## config.mk

```make
export PLATFORM = sky130hd
export DESIGN_NAME = engine_m_axi_read_cmd_gen
export DESIGN_NICKNAME = d
export VERILOG_FILES = /design/src/rtl/engine_m_axi_read_cmd_gen_pkg.sv /design/src/rtl/engine_m_axi_read_cmd_gen_outstanding.sv /design/src/rtl/engine_m_axi_read_cmd_gen.sv
export SDC_FILE = /design/constraint.sdc
export NUM_CORES = 1
export LEC_CHECK = 0
export CORE_MARGIN = 1.5
export CORE_UTILIZATION = 45
export CTS_BUF_LIST = sky130_fd_sc_hd__clkbuf_2 sky130_fd_sc_hd__clkbuf_4 sky130_fd_sc_hd__clkbuf_8
export CTS_CLUSTER_SIZE = 24
export DETAILED_ROUTE_END_ITERATION = 8
export GPL_TIMING_DRIVEN = 0
export PLACE_DENSITY_LB_ADDON = 0.08
export SETUP_SLACK_MARGIN = 0.05
export SLEW_MARGIN = 20
export SYNTH_ARGS = -nofsm -noshare
export SYNTH_HDL_FRONTEND = slang
export SYNTH_SLANG_ARGS = --single-unit
```

## constraint.sdc

```tcl
create_clock -name ap_clk -period 16 [get_ports ap_clk]
set_input_delay 3.2 -clock ap_clk [delete_from_list [all_inputs] [get_ports ap_clk]]
set_output_delay 3.2 -clock ap_clk [all_outputs]
set_load 0.01 [all_outputs]
```

## src/rtl/engine_m_axi_read_cmd_gen_pkg.sv

```systemverilog
// Shared definitions for the engine M_AXI read-command generator.
//   cu_engine_m_axi_state  : one-hot engine state encoding (exactly one bit set)
//   M_AXI4_BOUNDARY_BYTES  : AXI4 bursts must not cross this address boundary
//   M_AXI4_MAX_BURST_BEATS : AXI4 INCR burst length limit (arlen is 8 bits)
package engine_m_axi_read_cmd_gen_pkg;

    localparam int GLOBAL_BUFFER_SIZE_WIDTH_BITS = 32;
    localparam int M_AXI4_BOUNDARY_BYTES         = 4096;
    localparam int M_AXI4_MAX_BURST_BEATS        = 256;

    typedef enum logic [4:0] {
        ENGINE_M_AXI_RESET     = 5'b00001,
        ENGINE_M_AXI_READY     = 5'b00010,
        ENGINE_M_AXI_CMD_TRANS = 5'b00100,
        ENGINE_M_AXI_PEND      = 5'b01000,
        ENGINE_M_AXI_DONE      = 5'b10000
    } cu_engine_m_axi_state;

endpackage

```

## src/rtl/engine_m_axi_read_cmd_gen_outstanding.sv

```systemverilog
// Up/down saturating counter of accepted-but-unfinished AR bursts.
//   clk, rst  : clock, asynchronous active-high reset
//   inc, dec  : burst accepted / burst finished (both at once cancel out)
//   count     : current occupancy, 0..MAX_COUNT
//   full      : count == MAX_COUNT
//   empty     : count == 0
//   underflow : sticky; set when dec arrives alone while empty
module m_axi_outstanding_counter #(
    parameter  int MAX_COUNT = 16,
    localparam int CW        = $clog2(MAX_COUNT + 1)
) (
    input  logic          clk,
    input  logic          rst,
    input  logic          inc,
    input  logic          dec,
    output logic [CW-1:0] count,
    output logic          full,
    output logic          empty,
    output logic          underflow
);

    assign full  = (count == CW'(MAX_COUNT));
    assign empty = (count == '0);

    always_ff @(posedge clk or posedge rst) begin
        if (rst) begin
            count     <= '0;
            underflow <= 1'b0;
        end else begin
            case ({inc, dec})
                2'b10: if (!full) count <= count + CW'(1);
                2'b01: begin
                    if (empty) underflow <= 1'b1;
                    else       count     <= count - CW'(1);
                end
                default: ;
            endcase
        end
    end

endmodule

```

## src/rtl/engine_m_axi_read_cmd_gen.sv

```systemverilog
// Per-engine AXI4 read-command generator: splits one buffer read request
// (beat-aligned base address + byte length) into AR bursts that respect the
// 4 KB boundary and MAX_BURST_BEATS, bounds in-flight bursts and reports
// completion once every issued burst has returned its RLAST.
//   ap_clk, areset                    : clock, asynchronous active-high reset
//   start_in, base_address_in,
//   length_bytes_in                   : request (sampled only in READY)
//   ready_out, done_out, state_out    : engine status (done_out is a 1-cycle pulse)
//   m_axi_arvalid/arready/araddr/arlen: AR channel
//   rlast_in                          : one pulse per finished read burst
//   error_out                         : sticky, RLAST seen with nothing outstanding
module engine_m_axi_read_cmd_gen
    import engine_m_axi_read_cmd_gen_pkg::*;
#(
    parameter int M_AXI_ADDR_WIDTH       = 64,
    parameter int M_AXI_DATA_WIDTH_BYTES = 64,
    parameter int MAX_BURST_BEATS        = 64,
    parameter int MAX_OUTSTANDING        = 16,
    parameter int LENGTH_WIDTH           = GLOBAL_BUFFER_SIZE_WIDTH_BITS
) (
    input  logic                        ap_clk,
    input  logic                        areset,
    input  logic                        start_in,
    input  logic [M_AXI_ADDR_WIDTH-1:0] base_address_in,
    input  logic [LENGTH_WIDTH-1:0]     length_bytes_in,
    output logic                        ready_out,
    output logic                        done_out,
    output logic [4:0]                  state_out,
    output logic                        m_axi_arvalid,
    input  logic                        m_axi_arready,
    output logic [M_AXI_ADDR_WIDTH-1:0] m_axi_araddr,
    output logic [7:0]                  m_axi_arlen,
    input  logic                        rlast_in,
    output logic                        error_out
);

    localparam int BEAT_SHIFT = $clog2(M_AXI_DATA_WIDTH_BYTES);
    localparam int LW1        = LENGTH_WIDTH + 1;
    localparam int CW         = $clog2(MAX_OUTSTANDING + 1);

    // Beats of the next burst: limited by what is left, the burst cap and
    // the distance to the next 4 KB page.
    function automatic logic [8:0] burst_beats(input logic [11:0] page_off,
                                               input logic [LW1-1:0] left);
        logic [12:0]    to_boundary;
        logic [LW1-1:0] beats;
        to_boundary = (13'(M_AXI4_BOUNDARY_BYTES) - {1'b0, page_off}) >> BEAT_SHIFT;
        beats = left;
        if (beats > LW1'(MAX_BURST_BEATS)) beats = LW1'(MAX_BURST_BEATS);
        if (beats > LW1'(to_boundary))     beats = LW1'(to_boundary);
        return 9'(beats);
    endfunction

    cu_engine_m_axi_state state, state_next;

    // addr/beats_left always describe the next burst not yet presented on AR.
    logic [M_AXI_ADDR_WIDTH-1:0] addr;
    logic [LW1-1:0]              beats_left;
    logic [LW1-1:0]              length_beats;
    logic [8:0]                  beats_this;
    logic [CW-1:0]               outstanding;
    logic                        out_full, out_empty;
    logic                        ar_handshake, load_ok, issue, pend_clear;

    assign length_beats = ({1'b0, length_bytes_in} + LW1'(M_AXI_DATA_WIDTH_BYTES - 1)) >> BEAT_SHIFT;
    assign beats_this   = burst_beats(addr[11:0], beats_left);
    assign ar_handshake = m_axi_arvalid && m_axi_arready;

    // A new burst may be presented only if occupancy after this cycle stays
    // below the limit, accounting for the handshake and rlast of this cycle.
    assign load_ok = ar_handshake ? ((outstanding < CW'(MAX_OUTSTANDING - 1)) || rlast_in)
                                  : (!out_full || rlast_in);
    assign issue   = (state == ENGINE_M_AXI_CMD_TRANS) && (!m_axi_arvalid || ar_handshake) &&
                     (beats_left != '0) && load_ok;

    // The final rlast in PEND moves to DONE on the very next edge.
    assign pend_clear = out_empty || ((outstanding == CW'(1)) && rlast_in);

    m_axi_outstanding_counter #(
        .MAX_COUNT (MAX_OUTSTANDING)
    ) u_outstanding (
        .clk       (ap_clk),
        .rst       (areset),
        .inc       (ar_handshake),
        .dec       (rlast_in),
        .count     (outstanding),
        .full      (out_full),
        .empty     (out_empty),
        .underflow (error_out)
    );

    always_ff @(posedge ap_clk or posedge areset) begin
        if (areset) state <= ENGINE_M_AXI_RESET;
        else        state <= state_next;
    end

    always_comb begin
        state_next = state;
        case (state)
            ENGINE_M_AXI_RESET: state_next = ENGINE_M_AXI_READY;
            ENGINE_M_AXI_READY: begin
                if (start_in)
                    state_next = (length_beats == '0) ? ENGINE_M_AXI_DONE : ENGINE_M_AXI_CMD_TRANS;
            end
            ENGINE_M_AXI_CMD_TRANS: begin
                if (ar_handshake && (beats_left == '0)) state_next = ENGINE_M_AXI_PEND;
            end
            ENGINE_M_AXI_PEND: begin
                if (pend_clear) state_next = ENGINE_M_AXI_DONE;
            end
            ENGINE_M_AXI_DONE: state_next = ENGINE_M_AXI_READY;
            default:           state_next = ENGINE_M_AXI_RESET;
        endcase
    end

    always_ff @(posedge ap_clk or posedge areset) begin
        if (areset) begin
            addr          <= '0;
            beats_left    <= '0;
            m_axi_araddr  <= '0;
            m_axi_arlen   <= '0;
            m_axi_arvalid <= 1'b0;
        end else begin
            if ((state == ENGINE_M_AXI_READY) && start_in) begin
                addr       <= base_address_in;
                beats_left <= length_beats;
            end
            if (issue) begin
                m_axi_araddr  <= addr;
                m_axi_arlen   <= 8'(beats_this - 9'd1);
                m_axi_arvalid <= 1'b1;
                addr          <= addr + (M_AXI_ADDR_WIDTH'(beats_this) << BEAT_SHIFT);
                beats_left    <= beats_left - LW1'(beats_this);
            end else if (ar_handshake) begin
                m_axi_arvalid <= 1'b0;
            end
        end
    end

    // Status outputs decode the one-hot state register directly.
    assign state_out = state;
    assign ready_out = (state == ENGINE_M_AXI_READY);
    assign done_out  = (state == ENGINE_M_AXI_DONE);

endmodule

```

==> run summary <==
Register area share after synthesis: 43.1%
Pin count of the biggest net entering global routing: 102
DRC: 0
Vias: 10076
Setup CP Type: reg2reg
Sink Count: 181
Core area: 22800 µm²
Mux contribution to synthesized area: 1.56%
Fin nets: 1542
Number of post-CTS setup repair buffers: 0
Max Clk Rate: 147 MHz
Routed WL: 33200 µm
Avg WL per Cell: 19.1 µm
Ant diodes: 0
DIE HEIGHT: 156 µm
Setup WS pre-CTS: 9250 ps
Post-CTS sizing: 0
HP Class: reg2reg
Post-Syn Area: 10500 µm²
First-pass GRT wire length: 52300 µm
Syn Area/Cell: 8.73 µm²
Worst-path clk slew: 110 ps
Ys Warns: 0
Cells after Synth: 1206
Crit Path Max Fanout: 10
Worst setup SP type: flop
Detailed Place HPWL: 24400 µm
Input/output buffers: 181
Ys async rst share: 100%
Adder-cell share of the synthesized area: 3.95%
Crit path max-delay cell type: nor4_1
Critical-path cell list: nor4_1, nand4b_4, a211oi_1, and2_1, ha_1, a211oi_1, o211ai_1, o21ai_0, clkbuf_1, mux2i_1, ha_1, nor2b_1, o21ai_0, a21boi_0, o31ai_1, a21oi_1, clkbuf_1, o311ai_0, o311ai_0
Largest family of logic cells by synthesized area: simple AND/OR/NAND/NOR gates
Netlist cell types: 79
Routed vias/inst: 5.81
Clock Latency Late Sink: 490 ps
Critical path arrival: 7160 ps
Final setup viols: 0
Setup_tns: 0 ps
Minimum clock period: 6820 ps
Num ports: 182
Total power per unit cell area: 171 nW/µm²
Row cnt: 55
H-tree levels: 4
Die extent in x: 156 µm
GRT Residual Overflow: 0
CTS Root Cell: clkbuf_8
Number of buffers created by CTS: 17
Placer Congestion: 0.879
Post-CTS Hold Buffers: 0
XOR/XNOR share of the synthesized area: 3.75%
Synth Area in Compound Gates: 16.8%
Vias in the first global route: 9545
Worst-Margin Slew: 932 ps
Gr usage total: 27.9%
Share of layout cells above drive strength 1: 6.54%
Number of enable flip-flop cells after synthesis: 0
Initial antenna violation count: 0
Ys flop type: dfrtp_1
Required @ worst endpoint: 16340 ps
Final hold vios: 0
Largest stage delay, worst path: 710 ps
Worst Setup End Kind: flop
Peak supply drop: 77.3 µV
Simple-gate area share of the yosys netlist: 27.2%
Initial Util: 46.2%
Final Worst Setup Slack: 9180 ps
RSZ-0062 raised after global routing: no
Layout Area Growth over Synthesis: 25.0%
CTS tree: done
Max Cap Viol: 0
Slew margin rel.: 36.3%
Leak: 5.58 nW
DIE AREA: 24300 µm²
Maximum clock path buffer count: 2
Outcome: complete, no violations
Slew Viols, Final: 0
Skew final: 19.7 ps
Initial DRC count: 876
DR pass1 iterations: 5
Period utilisation layout: 42.6%
DRT antenna net count: 0
Yosys reg bits: 181
## path summary, 6_finish.rpt
path	slack, ps	startpoint	to	cells past startpoint
setup / recovery	9180	beats_left[29]$_DFFE_PP0P_	beats_left[20]$_DFFE_PP0P_	19
hold / removal	480	m_axi_araddr[2]$_DFFE_PP0P_	m_axi_araddr[2]$_DFFE_PP0P_	2
setup reg to reg	9180	beats_left[29]$_DFFE_PP0P_	beats_left[20]$_DFFE_PP0P_	19
hold reg to reg	480	m_axi_araddr[2]$_DFFE_PP0P_	m_axi_araddr[2]$_DFFE_PP0P_	2
max in group asynchronous	11890	areset	beats_left[25]$_DFFE_PP0P_	3
min in group asynchronous	3180	areset	m_axi_araddr[2]$_DFFE_PP0P_	2
## cells in the mapped netlist (all sizes together), types with 8 or more instances
library cell	number	area [µm²]
a21o	8	60.1
o211ai	48	365
xnor2	25	219
nor2b	8	50.1
nand2	324	1220
buf	28	156
ha	30	375
nand4	26	178
and3	16	101
nand3	57	290
dfrtp	180	4500
clkbuf	28	105
a21oi	23	115
and2	9	56.3
o21a	9	67.6
inv	34	128
nor4	23	178
o311ai	29	254
or4	14	116
o21ai	41	205
nor3	23	138
mux2i	13	130
a22oi	8	60.1
xor2	20	175
or3	15	98.8
nor2	57	214
## cell families after synthesis
| kind of cell | Yosys count |
|---|---|
| xor+xnor | 45 |
| buf+inv | 90 |
| compound gates | 241 |
| fa+ha+maj | 32 |
| simple gates | 599 |
| flops | 181 |
| mux | 16 |
| other cells | 2 |
## area by class of cell
class / instances / area [µm²]
plain buffers: 56 / 262
clock buffers: 17 / 234
clock inverters: 15 / 141
fillers: 2112 / 9630
inverters: 34 / 135
multi-input cells: 937 / 5620
flip-flops and latches: 181 / 4530
well taps: 313 / 392
repair buffers: 182 / 1840
## critical path: cells and delay by family, from the launching register on
family / cells / cell delay [ps]
AND/OR/NAND/NOR: 4 / 1330
flip-flops: 1 / 450
AO/OA/AOI/OAI: 10 / 2960
adder cells (fa/ha/maj): 2 / 620
multiplexers: 1 / 540
buffers and inverters: 2 / 760
## registers in the layout, indices dropped and copies added (netlist names)
register and count:
m_axi_arvalid 1, u_outstanding.count 5, m_axi_arlen 8, addr 64
u_outstanding.underflow 1, beats_left 33, m_axi_araddr 64, state_out 5
## placed cells by master, fill, tap and decap left out, types with 5 or more instances in the layout
master | synthesis | routed
clkbuf_1 | 28 | 28
inv_1 | 33 | 32
o221ai_1 | 6 | 6
o211ai_1 | 47 | 47
and3_1 | 15 | 15
nor3_1 | 21 | 21
a22oi_1 | 8 | 8
o21ai_0 | 36 | 36
a21oi_1 | 23 | 23
ha_1 | 30 | 30
nand3_1 | 56 | 56
dfrtp_1 | 180 | 180
and2_1 | 9 | 9
a31oi_1 | 7 | 7
nor2b_1 | 8 | 8
xnor2_1 | 25 | 25
or4_1 | 11 | 11
nor2_1 | 57 | 57
or3_1 | 14 | 14
o21a_1 | 9 | 9
o31ai_1 | 6 | 6
clkbuf_8 | 0 | 17
xor2_1 | 20 | 20
nand2_1 | 324 | 324
nor4_1 | 19 | 19
a221o_1 | 7 | 7
inv_8 | 0 | 5
clkdlybuf4s50_1 | 0 | 181
o21ai_1 | 5 | 5
nand2b_1 | 5 | 5
or2_2 | 6 | 6
a211o_1 | 5 | 5
buf_2 | 20 | 20
o311ai_0 | 29 | 29
nand4_1 | 25 | 25
mux2i_1 | 13 | 13
a211oi_1 | 7 | 7
a21o_1 | 8 | 8
## per-stage QoR
step	utilization, %	instances	area (µm²)	hold slack [ps]	power (mW)
floorplan	-	1208	10500	446	1.49
global placement	55.9	1702	12700	457	1.91
detailed placement	56.1	1703	12800	461	1.93
CTS	57.7	1735	13100	487	2.24
global route	57.7	1735	13200	507	2.42
finish	57.7	1735	13200	480	2.25
## metal layers
metal  wire, µm  GRT usage, %  up-vias
li1           -             -     4767
met1      15000          38.8     4836
met4       1180          11.7        0
met3       2470          5.72       74
met2      14600          42.4      399
met5          0             0        -
## power breakdown
part / total (mW) / switching (mW) / internal [mW]
clock: 0.310 / 0.195 / 0.115
sequential: 0.850 / 0.193 / 0.656
combinational: 1.09 / 0.588 / 0.503
total: 2.25 / 0.976 / 1.27
(Power assumes the default switching activity.)
